<file path="config.mk">
export PLATFORM = sky130hd
export DESIGN_NAME = tcpc_rx
export DESIGN_NICKNAME = d
export VERILOG_FILES = /design/src/rtl/tcpc_pkg.sv /design/src/rtl/tcpc_rx.sv
export SDC_FILE = /design/constraint.sdc
export NUM_CORES = 1
export LEC_CHECK = 0
export CORE_AREA = 3 3 40 42
export DETAILED_ROUTE_END_ITERATION = 10
export DIE_AREA = 0 0 43 45
export GPL_TIMING_DRIVEN = 1
export PLACE_DENSITY = 0.38
export SETUP_SLACK_MARGIN = 0.5
export SYNTH_ARGS = -nofsm -noshare
export SYNTH_HDL_FRONTEND = slang
export SYNTH_SLANG_ARGS = --single-unit
export TNS_END_PERCENT = 30
</file>
<file path="constraint.sdc">
create_clock -name clk -period 1.6 [get_ports clk]
set_clock_uncertainty 0.1 [all_clocks]
set_input_delay 0.24 -clock clk [delete_from_list [all_inputs] [get_ports clk]]
set_output_delay 0.24 -clock clk [all_outputs]
set_load 0.005 [all_outputs]
</file>
<file path="src/rtl/tcpc_pkg.sv">
// Shared Type-C Port Controller protocol-layer definitions.
// State codes are common to the rx/tx FSMs and the stimulus generator.
package tcpc_pkg;

  localparam logic [1:0] IDLE         = 2'd0;
  localparam logic [1:0] TX_DISCARD   = 2'd1;
  localparam logic [1:0] SEND_GOODCRC = 2'd2;
  localparam logic [1:0] REPORT_SOP   = 2'd3;

  typedef enum logic [1:0] {
    ST_IDLE         = IDLE,
    ST_TX_DISCARD   = TX_DISCARD,
    ST_SEND_GOODCRC = SEND_GOODCRC,
    ST_REPORT_SOP   = REPORT_SOP
  } rx_state_t;

endpackage

</file>
<file path="src/rtl/tcpc_rx.sv">
// Receive-side protocol-layer FSM: discards colliding transmissions, requests
// a GoodCRC from the PHY and reports successful SOP reception to ALERT.
module tcpc_rx
  import tcpc_pkg::*;
(
  input  logic clk,
  input  logic reset_L,
  input  logic tx,
  input  logic message_received_from_phy,
  input  logic Unexpected_GoodCRC_received,
  input  logic GoodCRC_Transmission_complete,
  input  logic GoodCRC_Message_discarded_bus_Idle,
  output logic Send_GoodCRC_message_to_PHY,
  output logic ALERT_TxMessageDiscarded,
  output logic ALERT_ReceiveSOPStatusAsserted,
  output logic idle
);

  rx_state_t state, state_nxt;

  always_ff @(posedge clk) begin
    if (!reset_L) state <= ST_IDLE;
    else          state <= state_nxt;
  end

  always_comb begin
    state_nxt = state;
    case (state)
      ST_IDLE: begin
        // An unexpected GoodCRC is dropped silently, regardless of tx.
        if (message_received_from_phy && !Unexpected_GoodCRC_received)
          state_nxt = tx ? ST_TX_DISCARD : ST_SEND_GOODCRC;
      end
      ST_TX_DISCARD: state_nxt = ST_SEND_GOODCRC;
      ST_SEND_GOODCRC: begin
        // Completion wins over a simultaneous bus-idle discard.
        if (GoodCRC_Transmission_complete)
          state_nxt = ST_REPORT_SOP;
        else if (GoodCRC_Message_discarded_bus_Idle)
          state_nxt = ST_IDLE;
      end
      ST_REPORT_SOP: state_nxt = ST_IDLE;
      default:       state_nxt = ST_IDLE;
    endcase
  end

  always_comb begin
    idle                           = 1'b0;
    ALERT_TxMessageDiscarded       = 1'b0;
    Send_GoodCRC_message_to_PHY    = 1'b0;
    ALERT_ReceiveSOPStatusAsserted = 1'b0;
    case (state)
      ST_IDLE:         idle                           = 1'b1;
      ST_TX_DISCARD:   ALERT_TxMessageDiscarded       = 1'b1;
      ST_SEND_GOODCRC: Send_GoodCRC_message_to_PHY    = 1'b1;
      ST_REPORT_SOP:   ALERT_ReceiveSOPStatusAsserted = 1'b1;
      default:         idle                           = 1'b1;
    endcase
  end

endmodule

</file>
* Word-level counts from Yosys, hierarchy flattened
Index checks and enable logic that the tools add are counted.
** Word-level totals
- Logic and storage cells :: 19
- Register bits :: 2
- Bits of input ports :: 7
** Cells by class
- Reduce and logical (&&, ||, !) cells :: 4
- Equal/unequal tests :: 5
- Mux-type cells :: 9
** Operators with widths (count)
- $mux W2 :: 4
- $pmux W2 S4 :: 1
- $eq A2 B2 Y1 const B :: 2
- $mux W1 :: 4
- $ne A3 B3 Y1 const B :: 1
- $eq A2 B1 Y1 const B :: 1
- $logic_not A2 Y1 :: 1
- $ne A2 B2 Y1 const B :: 1
- $reduce_and A2 Y1 :: 1
- $logic_and A1 B1 Y1 :: 1
- $logic_not A1 Y1 :: 1

* Longest topological paths before layout
Gate-level depths: netlist of the first run.
- Depth in word-level cells :: 4
- Depth in mapped cells :: 3
- Depth with buffers taken out :: 3

* Least setup slack after synthesis of the first run
Ideal clock, no wire load.
- Kind :: register -> register
- Start :: register state[0]
- End :: register state[1]
- Slack :: 0.574 ns
- Setup time :: 0.121 ns
- Cell stages (with the launch flop) :: 4
- Arrival :: 0.805 ns
- Path buffers :: 0
- Required time :: 1.379 ns
- Cell sequence :: dfxtp_1 -> and2b_1 -> a211oi_1 -> nor2b_1
** Between the ends
- Longest elaborated chain between the ends :: 3
- Elaborated cells on any way between the ends :: 8
- Those cells by class :: eq/ne: 5; mux: 1; reduce/logical: 2
** Ends and longest elaborated chain
- from (decl) :: line tcpc_rx.sv:19 : rx_state_t state, state_nxt;
- from (signal assigned) :: line tcpc_rx.sv:23 : else state <= state_nxt;
- $eq A2 B2 Y1 or $logic_not A2 Y1 (tied branches) :: line tcpc_rx.sv:28 : case (state)
- $ne A3 B3 Y1 (no line) or $ne A2 B2 Y1 (tied branches)
- $reduce_and A2 Y1 (no line)
Several ways; a longest one is shown, not always the timed one.
A chain may end at the register's enable or synchronous reset.

* Final worst setup path of the first run
- Start :: register state[1]
- End :: output port ALERT_TxMessageDiscarded
** Between the ends
- Longest elaborated chain between the ends :: 2
** Ends and longest elaborated chain
- $eq A2 B1 Y1 :: line tcpc_rx.sv:52 : case (state)
- $mux W1 :: line tcpc_rx.sv:52
- to (decl) :: line tcpc_rx.sv:14 : output logic ALERT_TxMessageDiscarded,
Every way passes these cells.

==> flow_summary.yaml, run 1 <==
pwr:
  p_leak_nw: 0.127
  worst_ir_drop_vdd_mv: 0.193
  power_density_nw_per_um2: 760
  power.total_uw: 217
clocking:
  tritoncts: "done"
  htreeDepth: 1
  clk_pin_slew_ns: 0.03
  cts_max_path_buffers: 2
  cts_sinks: 2
  clock_latency_ns: 0.22
  clockRootBuffer: "clkbuf_4"
  cts_buffers: 3
  cts_hold_buffers: 0
synth:
  netlist_top_cells_area: "dfxtp_1 33%, and2b_1 12%, nor3b_2 10%"
  syn_area_um2: 123
  synth-simple-area-share_pct: 57.1
  synth_compound_area_share_pct: 10.2
  synth_xor_xnor_area_share_pct: 0
  synth_adder_area_share_pct: 0
  synth_seq_cells: 2
  synth-seq-area-share_pct: 32.7
  synth_top_family_by_area: "simple AND/OR/NAND/NOR gates"
  synth_cell_types: 11
  synth_nets: 20
  syn_inst: 13
  synth_mux_area_share_pct: 0
  synth_top_area_share_pct: 32.7
  yosys.area.top_type: "dfxtp_1"
  yosysWarnings: 0
  syn_avg_cell_area_um2: 9.43
grt:
  grt_util_all_layers_pct: 5.49
  grt_max_degree: 6
  grt_pass1_vias: 154
  grt_pass1_wl_um: 662
  gr-total-overflow: 0
  antenna_found_initial: 0
timing:
  post-route-period-util_pct: 75.9
  setup_slack_ns: 0.386
  holdWs_ns: 0.412
  maxSlewViolCount: 0
  setup_viol: 0
  rsz0062_at_grt: "true"
  period_needed_ns: 1.21
  hold_violations: 0
  tightest_slew_ns: 0.229
  setup_tns_ns: 0
  max_slew_margin_pct: 84.5
  fmax_ghz: 0.824
setup_path:
  path_buf_inv: 1
  startpoint_type: "flip-flop"
  crit_path_max_fanout: 5
  cp.arrival_ns: 0.87
  critPathTopFamily: "flip-flops"
  path_class: "flip-flop to primary output"
  slowest_delay_ns: 0.34
  cp-end-kind: "primary output"
  cp_slowest_cell: "dfxtp_4"
  required_ns: 1.26
  path_cells: "and2b_1 -> buf_2"
routing:
  wirelength_um: 370
  drt-vias-per-instance: 3.53
  drtAntennaViolNets: 0
  wl_per_cell_um: 8.22
  route.detailed.drc: 0
  num_vias: 159
  drt_iter0_markers: 1
  first_pass_iters: 2
finish:
  reg.largest.list: "state: 2 flops"
  final_cells: 45
  area_delta_synth_final_pct: 133
  antenna_cells: 0
  fin_nets: 39
  top_register: "state"
  drive_gt1_share_pct: 53.3
  largest_reg_flops: 2
place:
  place_congestion: 0.641
  portBuffers: 10
  post-place-ws_ns: 0.180
  dp_cells: 38
worst_hold_path:
  min_path_type: "flip-flop to flip-flop"
floorplan:
  core.rowCount: 13
  start_util_pct: 9.54
  die_h_um: 45
  ioPinCount: 11
  dieArea_um2: 1940
  core_um2: 1280
  die_x_um: 43
outcome:
  outcome: "completed"
flow_run:
  drv_cap: 0
==> cells in the mapped netlist, drive strengths merged <==
cell type and n:
and2b 2, dfxtp 2, a211oi 1, a21oi 1, and2 1, nand2b 1
nor2 1, nor2b 1, nor3b 1, nor4b 1, nor4bb 1
==> routing by layer <==
| layer | share of wire [%] | GRT usage [%] |
|---|---|---|
| met1 | 41 | 5.28 |
| met2 | 34 | 5.99 |
| met3 | 21 | 4.78 |
| met4 | 3.2 | 7.23 |
| met5 | 0 | 0 |
==> through the flow <==
stage                     instance area [µm²]  utilization, %
after CTS                                 279            21.7
after detailed placement                  241            18.8
final                                     285            22.2
after global routing                      285            22.2
after global placement                    241            18.8
after floorplan                           123               -
==> cell type report <==
class                           count  area, µm²
Clock buffer                        3       22.5
Sequential cell                     2       45.0
Timing Repair Buffer               14        110
Fill cell                         150       1000
Multi-Input combinational cell     11       88.8
Tap cell                           15       18.8
==> tightest hold or removal path: stages (launching register included) <==
cell     delay, ns
dfxtp_2       0.33
buf_4         0.11
nor3b_2       0.03
==> path summary, 6_finish.rpt <==
check | depth (start not counted) | startpoint | to | slack (ns)
setup / recovery | 2 | state[1]$_SDFFE_PN0P_ | ALERT_TxMessageDiscarded | 0.39
hold / removal | 2 | state[0]$_SDFFE_PN0P_ | state[0]$_SDFFE_PN0P_ | 0.41
setup reg to reg | 4 | state[1]$_SDFFE_PN0P_ | state[0]$_SDFFE_PN0P_ | 0.45
hold reg to reg | 2 | state[0]$_SDFFE_PN0P_ | state[0]$_SDFFE_PN0P_ | 0.41
==> timing repair <==
action / in CTS / in global routing
endpoints found under the setup margin: 6 / 6
resized for setup: 19 / 1
setup buffers: 4 / 0
==> logic make-up (layout without fill, tap and decap cells) <==
kind of cell | after synthesis | after routing
AOI/OAI and AO/OA | 2 | 2
buffers and inverters | 0 | 17
DFF | 2 | 2
and+or+nand+nor | 9 | 9
==> where the power goes <==
| part | leakage (nW) | switching [mW] | internal (mW) |
|---|---|---|---|
| Clock | 0.0138 | 0.0283 | 0.0826 |
| Combinational | 0.0959 | 0.0153 | 0.0339 |
| Sequential | 0.0175 | 0.00288 | 0.0536 |
| Total | 0.127 | 0.0465 | 0.170 |
==> layout by cell type (no fill, tap or decap) <==
cell type | synthesis | routed
dfxtp_4 | 0 | 1
nor2b_1 | 1 | 1
clkdlybuf4s50_1 | 0 | 6
nor4bb_1 | 1 | 1
nand2b_1 | 1 | 1
and2b_1 | 2 | 2
a21oi_1 | 1 | 1
nor3b_2 | 1 | 1
buf_4 | 0 | 4
buf_2 | 0 | 4
nor2_1 | 1 | 1
clkbuf_4 | 0 | 3
nor4b_2 | 0 | 1
a211oi_1 | 1 | 1
and2_2 | 1 | 1
dfxtp_2 | 0 | 1
No activity file was read; power rests on OpenSTA's default activity.
==> run 2, diff against run 1 <==
- PLACE_DENSITY: 0.38 -> 0.39
- clock period: 1.6 -> 1.1 ns (I/O delays scaled with it)
==> flow_summary.yaml, run 2 (same netlist as run 1, synthesis figures left out) <==
routing:
  drt_iter0_markers: 2
  drt-vias-per-instance: 3.53
  first_pass_iters: 3
  route.detailed.drc: 0
  drtAntennaViolNets: 0
  wl_per_cell_um: 9.79
  wirelength_um: 460
  num_vias: 166
timing:
  max_slew_margin_pct: 83.7
  setup_viol: 5
  maxSlewViolCount: 0
  setup_tns_ns: -0.259
  setup_slack_ns: -0.108
  period_needed_ns: 1.21
  hold_violations: 0
  tightest_slew_ns: 0.244
  fmax_ghz: 0.828
  rsz0062_at_grt: "true"
  post-route-period-util_pct: 110
setup_path:
  crit_path_max_fanout: 5
  startpoint_type: "flip-flop"
  required_ns: 1.11
  path_class: "flip-flop to flip-flop"
  cp.arrival_ns: 1.21
  cp-end-kind: "flip-flop"
floorplan:
  die_x_um: 43
  dieArea_um2: 1940
  die_h_um: 45
  ioPinCount: 11
  core_um2: 1280
  core.rowCount: 13
  start_util_pct: 9.54
finish:
  seqCellArea_um2: 45.0
  final_common_cell: "clkdlybuf4s50_1"
  multiInputGateArea_um2: 100
  n_fill_cell: 149
  fin_nets: 41
  final_cells: 47
  antenna_cells: 0
  largest_reg_flops: 2
  final_cell_mix: "6 x clkdlybuf4s50_1, 5 x buf_4, 3 x clkbuf_4, 3 x buf_2"
  top_register: "state"
  reg.largest.list: "state: 2 flops"
  finish.instance_area_um2: 322
  drive_gt1_share_pct: 62.5
  area_delta_synth_final_pct: 162
clocking:
  htreeDepth: 1
  clk_pin_slew_ns: 0.03
  clockRootBuffer: "clkbuf_4"
  clock_latency_ns: 0.23
  cts_sinks: 2
  tritoncts: "done"
  cts_max_path_buffers: 2
  cts_buffers: 3
  cts_hold_buffers: 0
place:
  dp_cells: 43
  place_congestion: 0.676
  placed_area_um2: 293
  portBuffers: 10
grt:
  antenna_found_initial: 0
  grt_pass1_wl_um: 759
  grt_max_degree: 6
  grt_util_all_layers_pct: 5.98
  grt_pass1_vias: 174
  gr-total-overflow: 0
outcome:
  outcome: "complete, but fails checks"
  failed_checks: "setup timing"
pwr:
  p_leak_nw: 0.141
  worst_ir_drop_vdd_mv: 0.286
  power_density_nw_per_um2: 1030
flow_run:
  drv_cap: 0
worst_hold_path:
  min_path_type: "flip-flop to flip-flop"
-- run 2: changes by cell type in the layout (fill, tap and decap cells not counted), sizes merged --
cell / before / now
buf: 8 / 10
-- run 2: critical path, stage by stage, from the launching register on --
cell and delay, ns:
dfxtp_4 0.35, and2b_1 0.19, buf_4 0.13, buf_6 0.10, a211oi_2 0.15, nor2b_1 0.06
-- run 2: power by group --
| group | switching, mW | internal, mW | leakage, nW |
|---|---|---|---|
| logic | 0.0265 | 0.0579 | 0.109 |
| registers | 0.00510 | 0.0780 | 0.0175 |
| clock network | 0.0425 | 0.120 | 0.0138 |
| total | 0.0740 | 0.256 | 0.141 |
-- run 2: final cells by class --
cell class / instances / share of cell area (%)
Multi-Input combinational cell: 11 / 31.1
Tap cell: 15 / 5.84
Timing Repair Buffer: 16 / 42.0
Clock buffer: 3 / 7.00
Sequential cell: 2 / 14.0
-- run 2: repair_timing --
item                       in CTS  in global routing
pin swaps                       1                  0
setup endpoints to repair       6                  6
gates cloned                    0                  0
setup buffers                   1                  0
gates resized for setup        18                  2
-- run 2: routing by layer --
layer  track usage [%]  vias up  wire length [µm]
met3              2.79        2                60
met4              9.04        0                17
met1              7.18       65               236
li1                  -       86                 -
met2              5.99       13               145
met5                 0        -                 0
-- run 2: final timing paths --
kind	startpoint	to	slack [ns]	depth (start not counted)
worst max-delay path	state[1]$_SDFFE_PN0P_	state[1]$_SDFFE_PN0P_	-0.11	5
worst min-delay path	state[0]$_SDFFE_PN0P_	state[0]$_SDFFE_PN0P_	0.42	2
worst max register to register	state[1]$_SDFFE_PN0P_	state[1]$_SDFFE_PN0P_	-0.11	5
worst min register to register	state[0]$_SDFFE_PN0P_	state[0]$_SDFFE_PN0P_	0.42	2
-- run 2: through the flow --
step / total power, mW / hold WS, ns / worst slack, ns / util [%]
3_5_place_dp: 0.172 / 0.426 / -0.250 / 22.8
3_3_place_gp: 0.173 / 0.426 / -0.221 / 22.8
2_1_floorplan: 0.110 / 0.193 / 0.127 / -
4_1_cts: 0.345 / 0.426 / -0.110 / 24.3
6_report: 0.330 / 0.424 / -0.108 / 25.0
5_1_grt: 0.350 / 0.437 / -0.142 / 25.0
